===== src/rtl/ip_decoder.sv =====
// Receive-side IPv4 header decoder: captures header fields, checks lengths (and checksum
// when IP_CHECKSUM_EN is defined), drops options and forwards payload words with wr_en/fin.
module ip_decoder (
   input  logic        clk,
   input  logic        reset,
   input  logic [31:0] data,
   input  logic        start,
   output logic [3:0]  version,
   output logic [3:0]  IHL,
   output logic [7:0]  type_of_ser,
   output logic [15:0] total_length,
   output logic [15:0] identification,
   output logic [2:0]  flag,
   output logic [12:0] frag_offset,
   output logic [7:0]  time_to_live,
   output logic [7:0]  protocol,
   output logic [31:0] src_ip,
   output logic [31:0] dest_ip,
   output logic [15:0] len_out,
   output logic [31:0] data_out,
   output logic        wr_en,
   output logic        ok,
   output logic        fin
);

   typedef enum logic [1:0] {S_IDLE, S_HEADER, S_OPTIONS, S_PAYLOAD} state_t;

   state_t      state;
   state_t      state_nxt;
   logic [2:0]  hdr_cnt;
   logic [3:0]  opt_cnt;
   logic [14:0] pay_cnt;
   logic [15:0] head_chks16;
   logic        csum_good;

   logic [15:0] hdr_bytes;
   logic        malformed;
   logic [16:0] pay_round;
   logic [14:0] pay_words;
   logic        hdr_last;
   logic        opt_last;
   logic        pay_last;

   logic        hdr_done;
   logic        enter_payload;
   logic        fin_nxt;
   logic        wr_nxt;
   logic        ok_nxt;

   // Header checks work on the registered word-0 fields, which are stable from word 1 on.
   assign hdr_bytes = {10'd0, IHL, 2'b00};
   assign malformed = (IHL < 4'd5) || (total_length < hdr_bytes);
   assign pay_round = {1'b0, len_out} + 17'd3;
   assign pay_words = pay_round[16:2];
   assign hdr_last  = (state == S_HEADER)  && (hdr_cnt == 3'd4);
   assign opt_last  = (state == S_OPTIONS) && (opt_cnt == 4'd1);
   assign pay_last  = (state == S_PAYLOAD) && (pay_cnt == 15'd1);

   // State register
   always_ff @(posedge clk) begin
      if (reset) state <= S_IDLE;
      else       state <= state_nxt;
   end

   // Next-state logic
   always_comb begin
      state_nxt = state;
      case (state)
         S_IDLE: begin
            if (start) state_nxt = S_HEADER;
         end
         S_HEADER: begin
            if (hdr_cnt == 3'd4) begin
               if (malformed)              state_nxt = S_IDLE;
               else if (IHL > 4'd5)        state_nxt = S_OPTIONS;
               else if (len_out == 16'd0)  state_nxt = S_IDLE;
               else                        state_nxt = S_PAYLOAD;
            end
         end
         S_OPTIONS: begin
            if (opt_cnt == 4'd1) begin
               if (len_out == 16'd0) state_nxt = S_IDLE;
               else                  state_nxt = S_PAYLOAD;
            end
         end
         S_PAYLOAD: begin
            if (pay_cnt == 15'd1) state_nxt = S_IDLE;
         end
         default: state_nxt = S_IDLE;
      endcase
   end

   // Output decode: next values of the registered control outputs
   always_comb begin
      hdr_done      = (hdr_last && (malformed || (IHL == 4'd5))) || opt_last;
      enter_payload = (state_nxt == S_PAYLOAD) && (state != S_PAYLOAD);
      fin_nxt       = (hdr_done && (state_nxt == S_IDLE)) || pay_last;
      wr_nxt        = (state == S_PAYLOAD);
      ok_nxt        = (version == 4'd4) && !malformed && csum_good;
   end

   // Sequencing counters
   always_ff @(posedge clk) begin
      if (reset) begin
         hdr_cnt <= 3'd0;
         opt_cnt <= 4'd0;
         pay_cnt <= 15'd0;
      end else begin
         if (state == S_IDLE)        hdr_cnt <= 3'd1;
         else if (state == S_HEADER) hdr_cnt <= hdr_cnt + 3'd1;

         if (hdr_last)                opt_cnt <= IHL - 4'd5;
         else if (state == S_OPTIONS) opt_cnt <= opt_cnt - 4'd1;

         if (enter_payload)           pay_cnt <= pay_words;
         else if (state == S_PAYLOAD) pay_cnt <= pay_cnt - 15'd1;
      end
   end

`ifdef IP_CHECKSUM_EN
   logic [15:0] acc_base;
   logic [15:0] acc_sum;

   // Ones'-complement fold of a three-operand sum back into 16 bits.
   function automatic logic [15:0] fold(input logic [17:0] s);
      logic [16:0] t;
      t = {1'b0, s[15:0]} + {15'd0, s[17:16]};
      return t[15:0] + {15'd0, t[16]};
   endfunction

   always_comb begin
      acc_base = (state == S_IDLE) ? 16'h0000 : head_chks16;
      acc_sum  = fold({2'b00, acc_base} + {2'b00, data[31:16]} + {2'b00, data[15:0]});
   end

   always_ff @(posedge clk) begin
      if (reset)
         head_chks16 <= 16'h0000;
      else if (((state == S_IDLE) && start) || (state == S_HEADER) || (state == S_OPTIONS))
         head_chks16 <= acc_sum;
   end

   assign csum_good = (acc_sum == 16'hFFFF);
`else
   assign head_chks16 = 16'h0000;
   assign csum_good   = (head_chks16 == 16'h0000);
`endif

   // Registered outputs
   always_ff @(posedge clk) begin
      if (reset) begin
         version        <= 4'd0;
         IHL            <= 4'd0;
         type_of_ser    <= 8'd0;
         total_length   <= 16'd0;
         identification <= 16'd0;
         flag           <= 3'd0;
         frag_offset    <= 13'd0;
         time_to_live   <= 8'd0;
         protocol       <= 8'd0;
         src_ip         <= 32'd0;
         dest_ip        <= 32'd0;
         len_out        <= 16'd0;
         data_out       <= 32'd0;
         wr_en          <= 1'b0;
         ok             <= 1'b0;
         fin            <= 1'b0;
      end else begin
         wr_en <= wr_nxt;
         fin   <= fin_nxt;
         if (wr_nxt) data_out <= data;

         if ((state == S_IDLE) && start) begin
            version      <= data[31:28];
            IHL          <= data[27:24];
            type_of_ser  <= data[23:16];
            total_length <= data[15:0];
            len_out      <= data[15:0] - {10'd0, data[27:24], 2'b00};
            ok           <= 1'b0;
         end

         if (state == S_HEADER) begin
            case (hdr_cnt)
               3'd1: begin
                  identification <= data[31:16];
                  flag           <= data[15:13];
                  frag_offset    <= data[12:0];
               end
               3'd2: begin
                  time_to_live <= data[31:24];
                  protocol     <= data[23:16];
               end
               3'd3:    src_ip  <= data;
               3'd4:    dest_ip <= data;
               default: ;
            endcase
         end

         if (hdr_done) ok <= ok_nxt;
      end
   end

endmodule


===== config.mk =====
export PLATFORM = sky130hd
export DESIGN_NAME = ip_decoder
export DESIGN_NICKNAME = d
export VERILOG_FILES = /design/src/rtl/ip_decoder.sv
export SDC_FILE = /design/constraint.sdc
export NUM_CORES = 1
export LEC_CHECK = 0
export ABC_AREA = 1
export CORE_MARGIN = 2
export CORE_UTILIZATION = 45
export DETAILED_ROUTE_END_ITERATION = 8
export PLACE_DENSITY = 0.75
export SYNTH_ARGS = -nofsm -noshare
export SYNTH_HDL_FRONTEND = slang
export SYNTH_SLANG_ARGS = --single-unit

===== constraint.sdc =====
create_clock -name clk -period 4.88 [get_ports clk]
set_input_delay 0.732 -clock clk [delete_from_list [all_inputs] [get_ports clk]]
set_output_delay 0.732 -clock clk [all_outputs]
set_load 0.1 [all_outputs]

==> run metrics, run 1 <==
distinct cell type count after synthesis=44; CP Cell Sequence=clkdlybuf4s50_1; Final Hold Vio Count=0; post-CTS setup buffers=0; clock buffer depth=3; Root Buffer=clkbuf_16; Post-Synthesis Cell Area=9000 um2; Post-synth ARST share=0%; RSZ-0062 raised after global routing=no; fill cell count=1,706; Vias per Instance=5.24; Synth Instances=1,174; Final Util=62.2%; power share of the combinational group=17.4%; Die Y-Extent=145 um; Initial DRC Count=695; relative slew slack=24.7%; Critical Path RT=4.15 ns; antenna violations before repair=1; CTS tree=done; sequential cell area fraction in the yosys report=48.3%; Slowest-stage cell, CP=clkdlybuf4s50_1; Switching Fraction=31.0%; post-CTS sizing=0; Num CTS Buffers=24; DR pass1 iterations=5; worst setup path class=flip-flop to output port; fin. max-slew vios=0; nets=1,421; Critical Path Start Type=flip-flop; count of input and output buffers=229; Clk pin slew, worst setup/hold paths=0.06 ns; clock power share=40.0%; die area=21,100 um2; CP max stage delay=1.20 ns; Worst EP arrival=2.24 ns; GP Congestion=0.845; Seq pwr share=42.6%; Non-Filler Instances=1,651; row count=51; PD cells=362 nW/um2; H-tree Lvls=1; CTS Sinks=217; Clk Latency, worst-skew pair=0.51 ns; first-pass GRT wire length=45,400 um; LEAKAGE=0.00481 uW; vias in the first global route=8,069; outcome=complete, no violations; Slew @ Worst Pin=1.13 ns; total power=4400 uW; commonest non-fill, non-tap cells in the layout=clkdlybuf4s50_1 (228), nor2_1 (224), dfxtp_1 (217); DRC viols=0; Worst Path Max Fanout=6; Internal=3030 uW; crit path buf inv count=1; syn_nets=1,228; NetSw=1360 uW; Peak VDD IR=0.238 mV; P&R area growth vs syn=35.0%; Critical Path End Type=output port; Die Wd=145 um; antenna-violating nets left=0; setup violators final=0; routed wire length=28,800 um; Fmax achieved=0.336 GHz; vias post-DR=8,651; Max Cap Viol=0; grt ovf=0; HPWL after DPL=19,700 um; drt wl/cell=17.4 um; setup tns final=0 ns; most common cell after layout, fill and taps aside=clkdlybuf4s50_1; Tmin final=2.98 ns; Placeable Area=19,500 um2; Yosys reg bits=217; Starting Density=46.1%; most used flip-flop cell after synthesis=dfxtp_1; dpl cells=1,606; largest net degree at the start of global routing=97; synthesized area per cell=7.66 um2; hold bufs inserted after CTS=0; Final period util=61.0%; final setup margin=1.90 ns; number of flops mapped to enable cells by yosys=0; Total Routing Usage GR=26.3%; DP Worst Slack=1.66 ns; share of cells above drive strength 1=5.85%; clk_skew=0.00680 ns; worst hold path type=flip-flop to flip-flop; I/O pin total=230; yosys warns=0; cell family with most CP delay=buffers and inverters
cell type report:
class	count	area [um2]	area share [%]
Antenna cell	1	2.50	0.0206
Clock buffer	40	742	6.11
Clock inverter	4	22.5	0.185
Inverter	72	273	2.25
Multi-Input combinational cell	814	4070	33.5
Sequential cell	217	4340	35.8
Tap cell	265	332	2.73
Timing Repair Buffer	238	2350	19.4
stage by stage:
step,cell area [um2],hold WS [ns]
global route,12100,0.485
floorplan,9000,0.463
detailed placement,11400,0.452
finish,12100,0.462
CTS,12100,0.461
global placement,11400,0.448
power by group through the flow:
stage          logic [uW]  clock network, uW  registers [uW]
2_1_floorplan         205                  0            2250
3_3_place_gp          757                  0            1910
3_5_place_dp          764                  0            1910
4_1_cts               766               1770            1870
5_1_grt               806               1840            1880
6_report              766               1760            1870
cells by family after synthesis:
family / count (synthesis) / share of synthesized area (%)
simple gates: 472 / 22.8
compound gates: 298 / 17.2
flops: 217 / 48.3
buf+inv: 143 / 6.47
xor+xnor: 25 / 2.43
fa+ha+maj: 19 / 2.73
metal layers:
metal	vias up	part of all wire, %	track usage, %
met3	65	8.2	6.61
met1	3983	43	35.0
met4	0	3.4	9.51
li1	4245	-	-
met2	358	45	41.5
met5	-	0	0
registers in the layout (all words and copies together) (netlist names), 13 cells and up:
register        cells
total_length       16
identification     16
frag_offset        13
dest_ip            32
data_out           32
src_ip             32
pay_cnt            15
len_out            14
final timing paths:
check	start	endpoint	slack [ns]	depth (start not counted)
setup / recovery	len_out[4]	len_out[4]	1.90	1
setup reg to reg	state[0]	identification[9]	1.92	8
hold reg to reg	src_ip[20]	src_ip[20]	0.46	2
hold / removal	src_ip[20]	src_ip[20]	0.46	2
Yosys cell counts, drive strengths merged, types with 3 or more instances:
master	instances	area share, %
a211oi	5	0.42
buf	21	1.4
dfxtp	217	48
clkbuf	50	2.1
ha	18	2.5
clkinv	3	0.13
nor2	235	11
nand4	8	0.56
a31oi	6	0.42
nor3	7	0.39
nand2	144	6.3
xnor2	6	0.58
a21oi	110	6.1
xor2	19	1.8
nand3	73	4.8
or2	3	0.21
o21ai	167	9.4
inv	69	2.9
No activity file was read; power rests on OpenSTA's default activity.
==> run 2: changes to the inputs <==
==> constraint.sdc (replaced) <==
create_clock -name clk -period 3.1 [get_ports clk]
set_input_delay 0.465 -clock clk [delete_from_list [all_inputs] [get_ports clk]]
set_output_delay 0.465 -clock clk [all_outputs]
set_load 0.1 [all_outputs]
==> run metrics, run 2 (same netlist as run 1, synthesis figures left out) <==
outcome=complete, no violations; Starting Density=46.1%; die area=21,100 um2; Hold Path Sink=src_ip[19]; Clk pin slew, worst setup/hold paths=0.06 ns; antenna violations before repair=2; Initial DRC Count=686; hold bufs inserted after CTS=0; CP Cell Sequence=clkdlybuf4s50_1 > inv_1 > ha_1 > fa_1 > o21ai_0 > nor2_1 > nand2_1 > nor2_1 > inv_1 > o21ai_0 > a21oi_1 > o21ai_0 > inv_1; row count=51; worst reg-to-reg path cell count=15; cell family with most CP delay=buffers and inverters; post-CTS sizing=0; worst r2r dst=pay_cnt[4]; H-tree Lvls=1; setup violators final=0; Final Hold Vio Count=0; RSZ-0062 raised after global routing=no; vias post-DR=8,699; Total Routing Usage GR=25.9%; Setup crit start=data[2]; Peak VDD IR=0.407 mV; first-pass GRT wire length=44,200 um; Critical Path RT=3.57 ns; Worst EP arrival=2.83 ns; relative slew slack=50.3%; worst r2r src=IHL[2]; most common cell after layout, fill and taps aside=nor2_1; setup tns final=0 ns; commonest non-fill, non-tap cells in the layout=nor2_1 (224), dfxtp_1 (217), buf_4 (214); fin. max-slew vios=0; vias in the first global route=7,879; Hold Crit Start=src_ip[19]; count of input and output buffers=229; nets=1,431; FF-to-FF setup slack=0.84 ns; CTS tree=done; Max Cap Viol=0; Worst Path Max Fanout=4; I/O pin total=230; clock buffer depth=3; Critical Path End Type=flip-flop; P&R area growth vs syn=29.7%; DR pass1 iterations=5; Placeable Area=19,500 um2; PD cells=577 nW/um2; CTS Sinks=217; LEAKAGE=0.00521 uW; Clk Latency, worst-skew pair=0.52 ns; GP Congestion=0.855; HPWL after DPL=19,900 um; Die Wd=145 um; Tmin final=2.36 ns; grt ovf=0; post-CTS setup buffers=0; worst setup path class=input pin to flip-flop; Num CTS Buffers=23; worst hold path type=flip-flop to flip-flop; total power=6730 uW; clk_skew=0.00950 ns; Die Y-Extent=145 um; drt wl/cell=17.3 um; largest net degree at the start of global routing=63; Fmax achieved=0.423 GHz; Vias per Instance=5.25; CP max stage delay=0.54 ns; Final period util=76.3%; Root Buffer=clkbuf_16; largest registers=data_out: 32 flops, dest_ip: 32 flops, src_ip: 32 flops; Slowest-stage cell, CP=clkdlybuf4s50_1; Slew @ Worst Pin=0.744 ns; antenna-violating nets left=0; DRC viols=0; Critical Path Start Type=input pin; crit path buf inv count=4; hold depth=2; routed wire length=28,600 um; share of cells above drive strength 1=20.2%
run 2: cell types whose count changed in the layout (fill, tap and decap cells not counted), moves of 2 or more:
cell             delta
buf_4             +205
clkbuf_16           -2
clkbuf_8            -5
clkdlybuf4s50_1   -195
run 2: report_power, final:
part / internal [uW] / switching (uW)
Sequential: 2870 / 78.8
Combinational: 263 / 933
Clock: 1480 / 1110
run 2: worst reg2reg max path, stage by stage, from the launching register on:
cell	delay, ns
dfxtp_1	0.44
inv_1	0.12
ha_1	0.22
a21o_1	0.18
nor2_1	0.11
nand3_1	0.13
nand2_1	0.11
inv_2	0.05
o211ai_2	0.09
nand3_4	0.19
nand3_4	0.21
inv_2	0.09
nand2_1	0.07
nand2_1	0.05
nand2_1	0.05
nand2_1	0.04
run 2: final cells by class:
class | count | area (um2)
well taps | 265 | 332
diodes | 2 | 5.00
flip-flops and latches | 217 | 4340
inverters | 72 | 273
fillers | 1813 | 7850
repair buffers | 249 | 1960
multi-input cells | 814 | 4070
clock inverters | 5 | 65.1
clock buffers | 32 | 619
run 2: metal layers:
layer | part of all wire [%] | vias to the layer above | global-route usage (%)
met5 | 0 | - | 0
li1 | - | 4268 | -
met2 | 45 | 329 | 41.1
met4 | 3.1 | 0 | 8.53
met3 | 7.2 | 67 | 5.74
met1 | 44 | 4035 | 35.1
run 2: how the worst max path moves through the flow:
stage          slack (ns)           to  cells past startpoint
6_report             0.74  len_out[12]                     13
5_1_grt              0.43  len_out[15]                     15
4_1_cts              0.75  len_out[15]                     15
3_5_place_dp         0.24  len_out[15]                     14
3_3_place_gp         0.29  len_out[15]                     15
2_1_floorplan        0.43   pay_cnt[6]                     15
run 2: stage by stage:
step	hold slack, ns	util (%)	cell area [um2]	std cells	setup WS [ns]
finish	0.462	59.8	11700	1656	0.735
global route	0.473	59.8	11700	1656	0.431
CTS	0.462	59.8	11700	1654	0.747
detailed placement	0.452	56.2	11000	1617	0.235
global placement	0.449	56.2	11000	1617	0.286
floorplan	0.463	-	9000	1174	0.433
==> run 3: changes to the inputs <==
==> constraint.sdc (replaced) <==
create_clock -name clk -period 2.46 [get_ports clk]
set_input_delay 0.369 -clock clk [delete_from_list [all_inputs] [get_ports clk]]
set_output_delay 0.369 -clock clk [all_outputs]
set_load 0.1 [all_outputs]
==> run metrics, run 3 (same netlist as run 1, synthesis figures left out) <==
most common cell after layout, fill and taps aside=buf_4; drt wl/cell=17.1 um; Slew @ Worst Pin=0.607 ns; fin. max-slew vios=0; Die Wd=145 um; largest registers=data_out: 32 flops, dest_ip: 32 flops, src_ip: 32 flops; nets=1,451; Worst Path Max Fanout=10; outcome=complete, no violations; clock buffer depth=3; Switching Fraction=30.6%; worst hold path type=input pin to flip-flop; Critical Path RT=2.85 ns; largest net degree at the start of global routing=56; DRC viols=0; Initial DRC Count=685; Root Buffer=clkbuf_16; relative slew slack=59.4%; commonest non-fill, non-tap cells in the layout=buf_4 (233), nor2_1 (224), dfxtp_1 (210); power share of the combinational group=17.8%; H-tree Lvls=1; placed cell areas=11,200 um2; grt ovf=0; RSZ-0062 raised after global routing=no; post-CTS sizing=0; hold bufs inserted after CTS=0; LEAKAGE=0.00534 uW; Worst EP arrival=2.55 ns; Hold Slack=0.347 ns; Non-Filler Instances=1,678; DR pass1 iterations=5; Final Hold Vio Count=0; row count=51; PD cells=726 nW/um2; Tmin final=2.15 ns; die area=21,100 um2; setup violators final=0; vias post-DR=8,675; Starting Density=46.1%; first-pass GRT wire length=45,100 um; Clk Latency, worst-skew pair=0.50 ns; vias in the first global route=8,080; Vias per Instance=5.17; NetSw=2650 uW; Total Routing Usage GR=26.2%; Seq pwr share=43.0%; antenna violations before repair=3; antenna-violating nets left=0; post-CTS setup buffers=0; Num CTS Buffers=23; HPWL after DPL=20,100 um; Peak VDD IR=0.442 mV; Fmax achieved=0.465 GHz; routed wire length=28,700 um; share of cells above drive strength 1=22.3%; worst setup path class=flip-flop to flip-flop; dpl cells=1,637; Clk pin slew, worst setup/hold paths=0.06 ns; CTS Sinks=217; Non-Filler Cell Area, Final=11,900 um2; clk_skew=0.00909 ns; CTS tree=done; GP Congestion=0.859; clock power share=39.2%; Internal=5990 uW; Critical Path End Type=flip-flop; count of input and output buffers=229; Final period util=87.5%; I/O pin total=230; Critical Path Start Type=flip-flop; Max Cap Viol=0; Placeable Area=19,500 um2; Die Y-Extent=145 um; P&R area growth vs syn=32.2%
==> run 3: metrics by stage <==
step / TNS [ns] / total power (uW) / setup WS (ns) / utilization, %
floorplan: 0 / 4880 / 0.0404 / -
global placement: -0.126 / 5310 / -0.0581 / 57.1
detailed placement: -0.504 / 5320 / -0.185 / 57.1
CTS: 0 / 8660 / 0.310 / 60.9
global route: 0 / 8920 / 0.00862 / 60.9
finish: 0 / 8640 / 0.307 / 60.9
==> run 3: final timing paths <==
path / startpoint / end / slack (ns) / cells after the start
worst min register to register: src_ip[7] / src_ip[7] / 0.46 / 2
worst max register to register: IHL[3] / pay_cnt[4] / 0.31 / 15
worst min-delay path: reset / pay_cnt[7] / 0.35 / 4
worst max-delay path: IHL[3] / pay_cnt[4] / 0.31 / 15
==> run 3: cell type report <==
cell class                      count  area [um2]
Inverter                           72         273
Timing Repair Buffer              269        2120
Multi-Input combinational cell    814        4070
Clock buffer                       33         683
Antenna cell                        3        7.51
Tap cell                          265         332
Fill cell                        1815        7630
Sequential cell                   217        4350
Clock inverter                      5        50.0
==> run 3: power groups by stage <==
stage / Clock, uW / Combinational (uW) / Sequential, uW
finish: 3380 / 1540 / 3710
global route: 3570 / 1620 / 3720
CTS: 3410 / 1540 / 3710
detailed placement: 0 / 1530 / 3790
global placement: 0 / 1520 / 3790
floorplan: 0 / 407 / 4470
==> run 3: per-layer routing <==
metal	part of all wire, %	wire (um)	vias up	GRT usage, %
li1	-	-	4315	-
met1	44	12800	4004	36.3
met2	46	13200	306	41.6
met3	6.9	1990	50	5.14
met4	2.6	753	0	8.14
met5	0	0	-	0
==> run 3: worst max-delay path: stages, from the launching register on <==
cell and delay (ns):
dfxtp_2 0.35, inv_1 0.09, ha_1 0.31, a21o_1 0.16, nor2_1 0.08, nand3_1 0.11, nand2_1 0.10, inv_2 0.06
o211ai_2 0.09, nand3_4 0.18, nand3_4 0.21, inv_2 0.09, nand2_1 0.06, nand2_1 0.05, nand2_1 0.05, nand2_1 0.05
==> RTL edit 1: new RTL, flow settings as in run 2 <==
The option `IP_CHECKSUM_EN` is turned on by a define.
--- a/src/rtl/ip_decoder.sv
+++ b/src/rtl/ip_decoder.sv
@@ -1,4 +1,6 @@
 // Receive-side IPv4 header decoder: captures header fields, checks lengths (and checksum
 // when IP_CHECKSUM_EN is defined), drops options and forwards payload words with wr_en/fin.
+`define IP_CHECKSUM_EN
+
 module ip_decoder (
    input  logic        clk,
Function: changed (Yosys sat finds a counterexample within 10 cycles, from zero or initial values and one cycle with reset high).
==> RTL edit 1 against run 2 <==
- the flow now finishes with violations (negative setup slack)
- final area is 40% higher
- sequential cell count grew 16
- utilization rose by 5.4 points
- global-route usage rose by 4.4 points
- register-to-register slack worse by 3.8 ns
- combinational power grew to 3.1 times the old value
- routed wire length rose by 48%
- sequential share of layout area down 8.7 points
- non-clock buffer count rose by 169
- power is 53% higher
- area after synthesis grew 28%
- setup slack worse by 3.7 ns
- clock skew is 0.010 ns higher
- via count increased by 42%
- critical path type is now flop to flop
- highest routed layer is now met5
==> RTL edit 1: results (changes against run 2) <==
The largest registers in the layout are data_out (32), dest_ip (32), src_ip (32). In this run the most critical hold path is launched from reset. The worst-case hold path end point is pay_cnt[10]$_SDFFE_PP0P_. The flow ran to the end, but the final reports show violations. The worst hold slack across all endpoints is 0.422 ns (-0.0399 ns).

The cell area reported after detailed placement is 14900 um2 (+35%). The kind of cell with the highest combined delay on the critical path is simple AND/OR/NAND/NOR gates. The HPWL reported at the end of detailed placement was 30900 um (+55%).

The data arrival time of the worst path is 6.53 ns (+3.70 ns). The tightest slew margin relative to the limit was 48.3% (-2.0 points). The synthesized-area fraction occupied by adder cells was 7.33% (+4.6 points).

On the critical path, the stage with the largest delay is an instance of sky130_fd_sc_hd__fa_1. The global routing usage summed across all routing layers is 30.3% (+4.4 points). The net count of the mapped netlist is 1690 (+38%).

The static leakage is 7.62 nW (+46%). The power after layout came out at 10.3 mW (+53%). The setup TNS is -42.39 ns (-42.39 ns).

The mean cell area of the mapped netlist came out at 7.20 um2 (-6.1%). The largest net degree at the start of global routing came out at 82 (+30%). The wire length of the first global-routing pass came to 63500 um (+44%). The mean routed wirelength per cell came out at 18.3 um (+5.8%). The worst setup slack after placement is -3.46 ns (-3.70 ns). The number of global-route vias before repair came out at 11.3k (+44%). The clock network power share came out at 32.4% (-6.0 points).

Yosys attributes the largest share of cell area to sky130_fd_sc_hd__dfxtp_1 41%, sky130_fd_sc_hd__o21ai_0 8.1%, sky130_fd_sc_hd__nor2_1 7.8%. The share of synthesized area occupied by flip-flops and latches came to 40.5% (-7.8 points). The register share of total power came out at 31.6% (-12 points).

Following the worst setup path forward leads to its endpoint at ok$_SDFFE_PP0P_. The start-to-end type of the worst setup path is flop to flop. The setup violation total in the final timing report is 17 (+17). The largest fanout on the critical path is 5 (+1). The fraction of final layout cells with drive strength greater than 1 is 29.4% (+9.2 points). The maximum ir drop on the vdd rail is 0.424 mV (+4.2%). The clock transition at the registers of the reported paths is 0.06 ns (about the same). The number of fillers in the final layout is 2202 (+21%).

Among all flip-flop cells after synthesis, the most frequent one is sky130_fd_sc_hd__dfxtp_1. The fraction of synthesized cell area in xor and xnor cells is 0.989% (-1.4 points). The count of TritonRoute iterations in the first routing pass came to 6 (+1). The fraction of power spent switching nets came out at 36.9% (+5.4 points).

The share of synthesized area spent on multiplexers is 0% (unchanged). The number of cells traversed by the worst hold path came out at 4 (+2). The final reports fail on negative setup slack. The cell count of the worst reg-to-reg path is 43 (+28).

The min-delay analysis places its worst path in the category input pin to flop. The critical register-to-register path startpoint is state[1]$_SDFF_PP0_. The first-iteration detailed-routing DRC count came out at 1138 (+66%). The number of vias per cell after detailed routing is 5.33 (+1.5%). The slack of the critical path came to -2.97 ns (-3.71 ns). The initial antenna violation count is 3 (+1). The placed cell count was 2245 (+39%). The routability congestion estimate came to 0.956 (+12%).

The total number of nets in the final design is 2061 (+44%). The area fraction in compound gates after synthesis was 17.2% (-0.023 points).
## RTL edit 1: cell count changes after synthesis, sizes merged, moves of 14 or more
cell	run 2	this run
nand3	73	110
nor2	235	257
fa	1	19
clkbuf	50	64
a21oi	110	147
nand2	144	246
dfxtp	217	233
inv	69	192
o21ai	167	190
ha	18	37
## RTL edit 1: metal layers
layer  vias to the layer above  wire [um]  global-route usage, %
met2                       488      20000                   49.8
li1                       5941          -                      -
met5                         -         11                      0
met4                         2       1440                   10.7
met1                      5827      17900                   41.1
met3                        94       2950                   3.74
## RTL edit 1: timing repair
item,CTS,global route
pin swaps,63,29
resized for setup,49,45
setup buffers,26,5
gates cloned,1,0
setup endpoints to repair,17,17
## RTL edit 1: layout make-up
type	instances	area (um2)	area share, %
clock buffer	33	738	4.51
tap	330	413	2.52
inverter	195	734	4.49
multi-input combinational	1096	6290	38.5
clock inverter	11	178	1.09
timing repair buffer	418	3330	20.4
sequential	233	4670	28.5
antenna	1	2.50	0.0153
==> RTL edit 2: new RTL, config.mk and constraints of run 2 <==
Without the edit above. Put one more register stage on the output `flag`, with the module's reset. The value now appears one clock later. The other outputs are not delayed to match.
--- a/src/rtl/ip_decoder.sv
+++ b/src/rtl/ip_decoder.sv
@@ -26,4 +26,6 @@
    typedef enum logic [1:0] {S_IDLE, S_HEADER, S_OPTIONS, S_PAYLOAD} state_t;
 
+   logic [2:0] flag_s0;
+
    state_t      state;
    state_t      state_nxt;
@@ -155,5 +157,5 @@
          total_length   <= 16'd0;
          identification <= 16'd0;
-         flag           <= 3'd0;
+         flag_s0        <= 3'd0;
          frag_offset    <= 13'd0;
          time_to_live   <= 8'd0;
@@ -184,5 +186,5 @@
                3'd1: begin
                   identification <= data[31:16];
-                  flag           <= data[15:13];
+                  flag_s0        <= data[15:13];
                   frag_offset    <= data[12:0];
                end
@@ -201,4 +203,12 @@
    end
 
+   always_ff @(posedge clk) begin
+      if (reset) begin
+         flag <= '0;
+      end else begin
+         flag <= flag_s0;
+      end
+   end
+
 endmodule
 
Behaviour: not the same (a bounded check fails within 4 cycles, from zero or initial values and one cycle with reset high).
==> RTL edit 2 against run 2 <==
- power grew 8.0%
- sequential power grew 1%
- sequential cell count grew 3
- area after synthesis grew 0.75%
- final area grew 2.4%
- setup slack gained 0.054 ns
- synthesized cell count grew 1.0%
- routed wire length grew 2.6%
- critical endpoint is now len_out[15]$_SDFFE_PP0P_
- highest routed layer unchanged
==> RTL edit 2: results (changes against run 2) <==
The post-layout instance count excluding filler cells is 1677 (+1.3%). The fraction of area in clock buffers and inverters is 7.21% (+1.4 points). The layout inverter count without the clock tree came out at 79 (+9.7%). The clock buffer count from CTS is 25 (+8.7%). Broken down by cell family, the worst path's largest delay share belongs to simple AND/OR/NAND/NOR gates. The cell area reported after detailed placement is 11100 um2 (+0.95%). The count of TritonRoute iterations in the first routing pass is 4 (-1). The tightest slew margin relative to the limit is 57.7% (+7.3 points).

The cell count after synthesis is 1186 (+1.0%). The number of fillers in the final layout was 1792 (-1.2%). The sum of met3 wire segment lengths after detailed routing is 1900 um (-7.7%). The logic depth of the worst setup path including buffers came out at 15 (+2). The share of synthesized area occupied by flip-flops and latches is 48.6% (+0.30 points). The wire length of the first global-routing pass is 46000 um (+4.0%).

The static leakage came to 5.34 nW (+2.5%). The flip-flop and latch share of the layout cell area was 36.9% (-0.36 points). The non-clock buffering overhead in the final layout is 16.6% (-0.20 points).

The layout buffer count excluding clock buffers is 252 (+1.2%). The worst setup slack after placement is 0.251 ns (+0.0161 ns). The flip-flop and latch count came to 220 (+1.4%). The worst setup slack for register-to-register paths came out at 0.82 ns (-0.02 ns).

The number of global-route vias before repair was 8113 (+3.0%). By area the synthesized netlist is led by sky130_fd_sc_hd__dfxtp_1 49%, sky130_fd_sc_hd__nor2_1 9.3%, sky130_fd_sc_hd__o21ai_0 8.8%. The maximum cell stage delay along the critical path is 0.56 ns (+0.02 ns). The number of vias per cell after detailed routing came to 5.21 (-0.78%). The maximum ir drop on the vdd rail came to 0.461 mV (+13%).

The run finished with clean final reports. The worst clock skew is 0.0110 ns (+0.00153 ns). In this run the critical register-to-register path is launched from IHL[3]$_SDFFE_PP0P_. The fraction of final layout cells with drive strength greater than 1 is 20.8% (+0.52 points). The number of multi-input logic gates came out at 817 (+0.37%). The first-iteration detailed-routing DRC count is 785 (+14%). The net count of the mapped netlist is 1240 (+0.98%). The HPWL reported at the end of detailed placement is 20400 um (+2.3%). The routability congestion estimate came out at 0.871 (+1.8%). The global routing usage summed across all routing layers is 26.8% (+0.89 points).

The diode insertion count for antenna repair is 0 (-2). The total met2 wirelength after detailed routing came to 13700 um (+6.1%).
-- RTL edit 2: cell count changes after synthesis, moves of 3 or more --
cell and change:
sky130_fd_sc_hd__inv_1 +7, sky130_fd_sc_hd__nand2_1 -4, sky130_fd_sc_hd__nor2_4 -4, sky130_fd_sc_hd__nor3_1 +4
sky130_fd_sc_hd__buf_1 -3, sky130_fd_sc_hd__clkbuf_1 +3, sky130_fd_sc_hd__dfxtp_1 +3, sky130_fd_sc_hd__nand3_1 +3
sky130_fd_sc_hd__nor2_2 +3, sky130_fd_sc_hd__o21ai_1 +3
-- RTL edit 2: logic make-up (layout without fill, tap and decap cells) --
family,Yosys count,count (layout),share of synthesized area [%]
buffers and inverters,149,375,6.53
AO/OA/AOI/OAI,300,300,17.3
XOR/XNOR,25,25,2.42
flip-flops,220,220,48.6
AND/OR/NAND/NOR,473,473,22.5
adder cells (fa/ha/maj),19,19,2.71
-- RTL edit 2: how the worst min path moves through the flow --
stage / start / endpoint / depth (start not counted)
finish: flag_s0[1]$_SDFFE_PP0P_ / flag[1]$_SDFF_PP0_ / 2
global route: reset / time_to_live[0]$_SDFFE_PP0P_ / 4
CTS: reset / time_to_live[0]$_SDFFE_PP0P_ / 4
detailed placement: flag_s0[1]$_SDFFE_PP0P_ / flag[1]$_SDFF_PP0_ / 2
global placement: flag_s0[1]$_SDFFE_PP0P_ / flag[1]$_SDFF_PP0_ / 2
floorplan: flag_s0[0]$_SDFFE_PP0P_ / flag[0]$_SDFF_PP0_ / 2
-- RTL edit 2: power breakdown --
part | switching, mW | internal [mW]
sequential | 0.0797 | 2.91
combinational | 0.928 | 0.262
clock | 1.23 | 1.86
-- RTL edit 2: layer usage --
metal  up-vias  global-route usage (%)
met2       297                    43.8
met5         -                       0
met4         0                    7.50
met1      4068                    36.4
met3        58                    4.89
li1       4318                       -
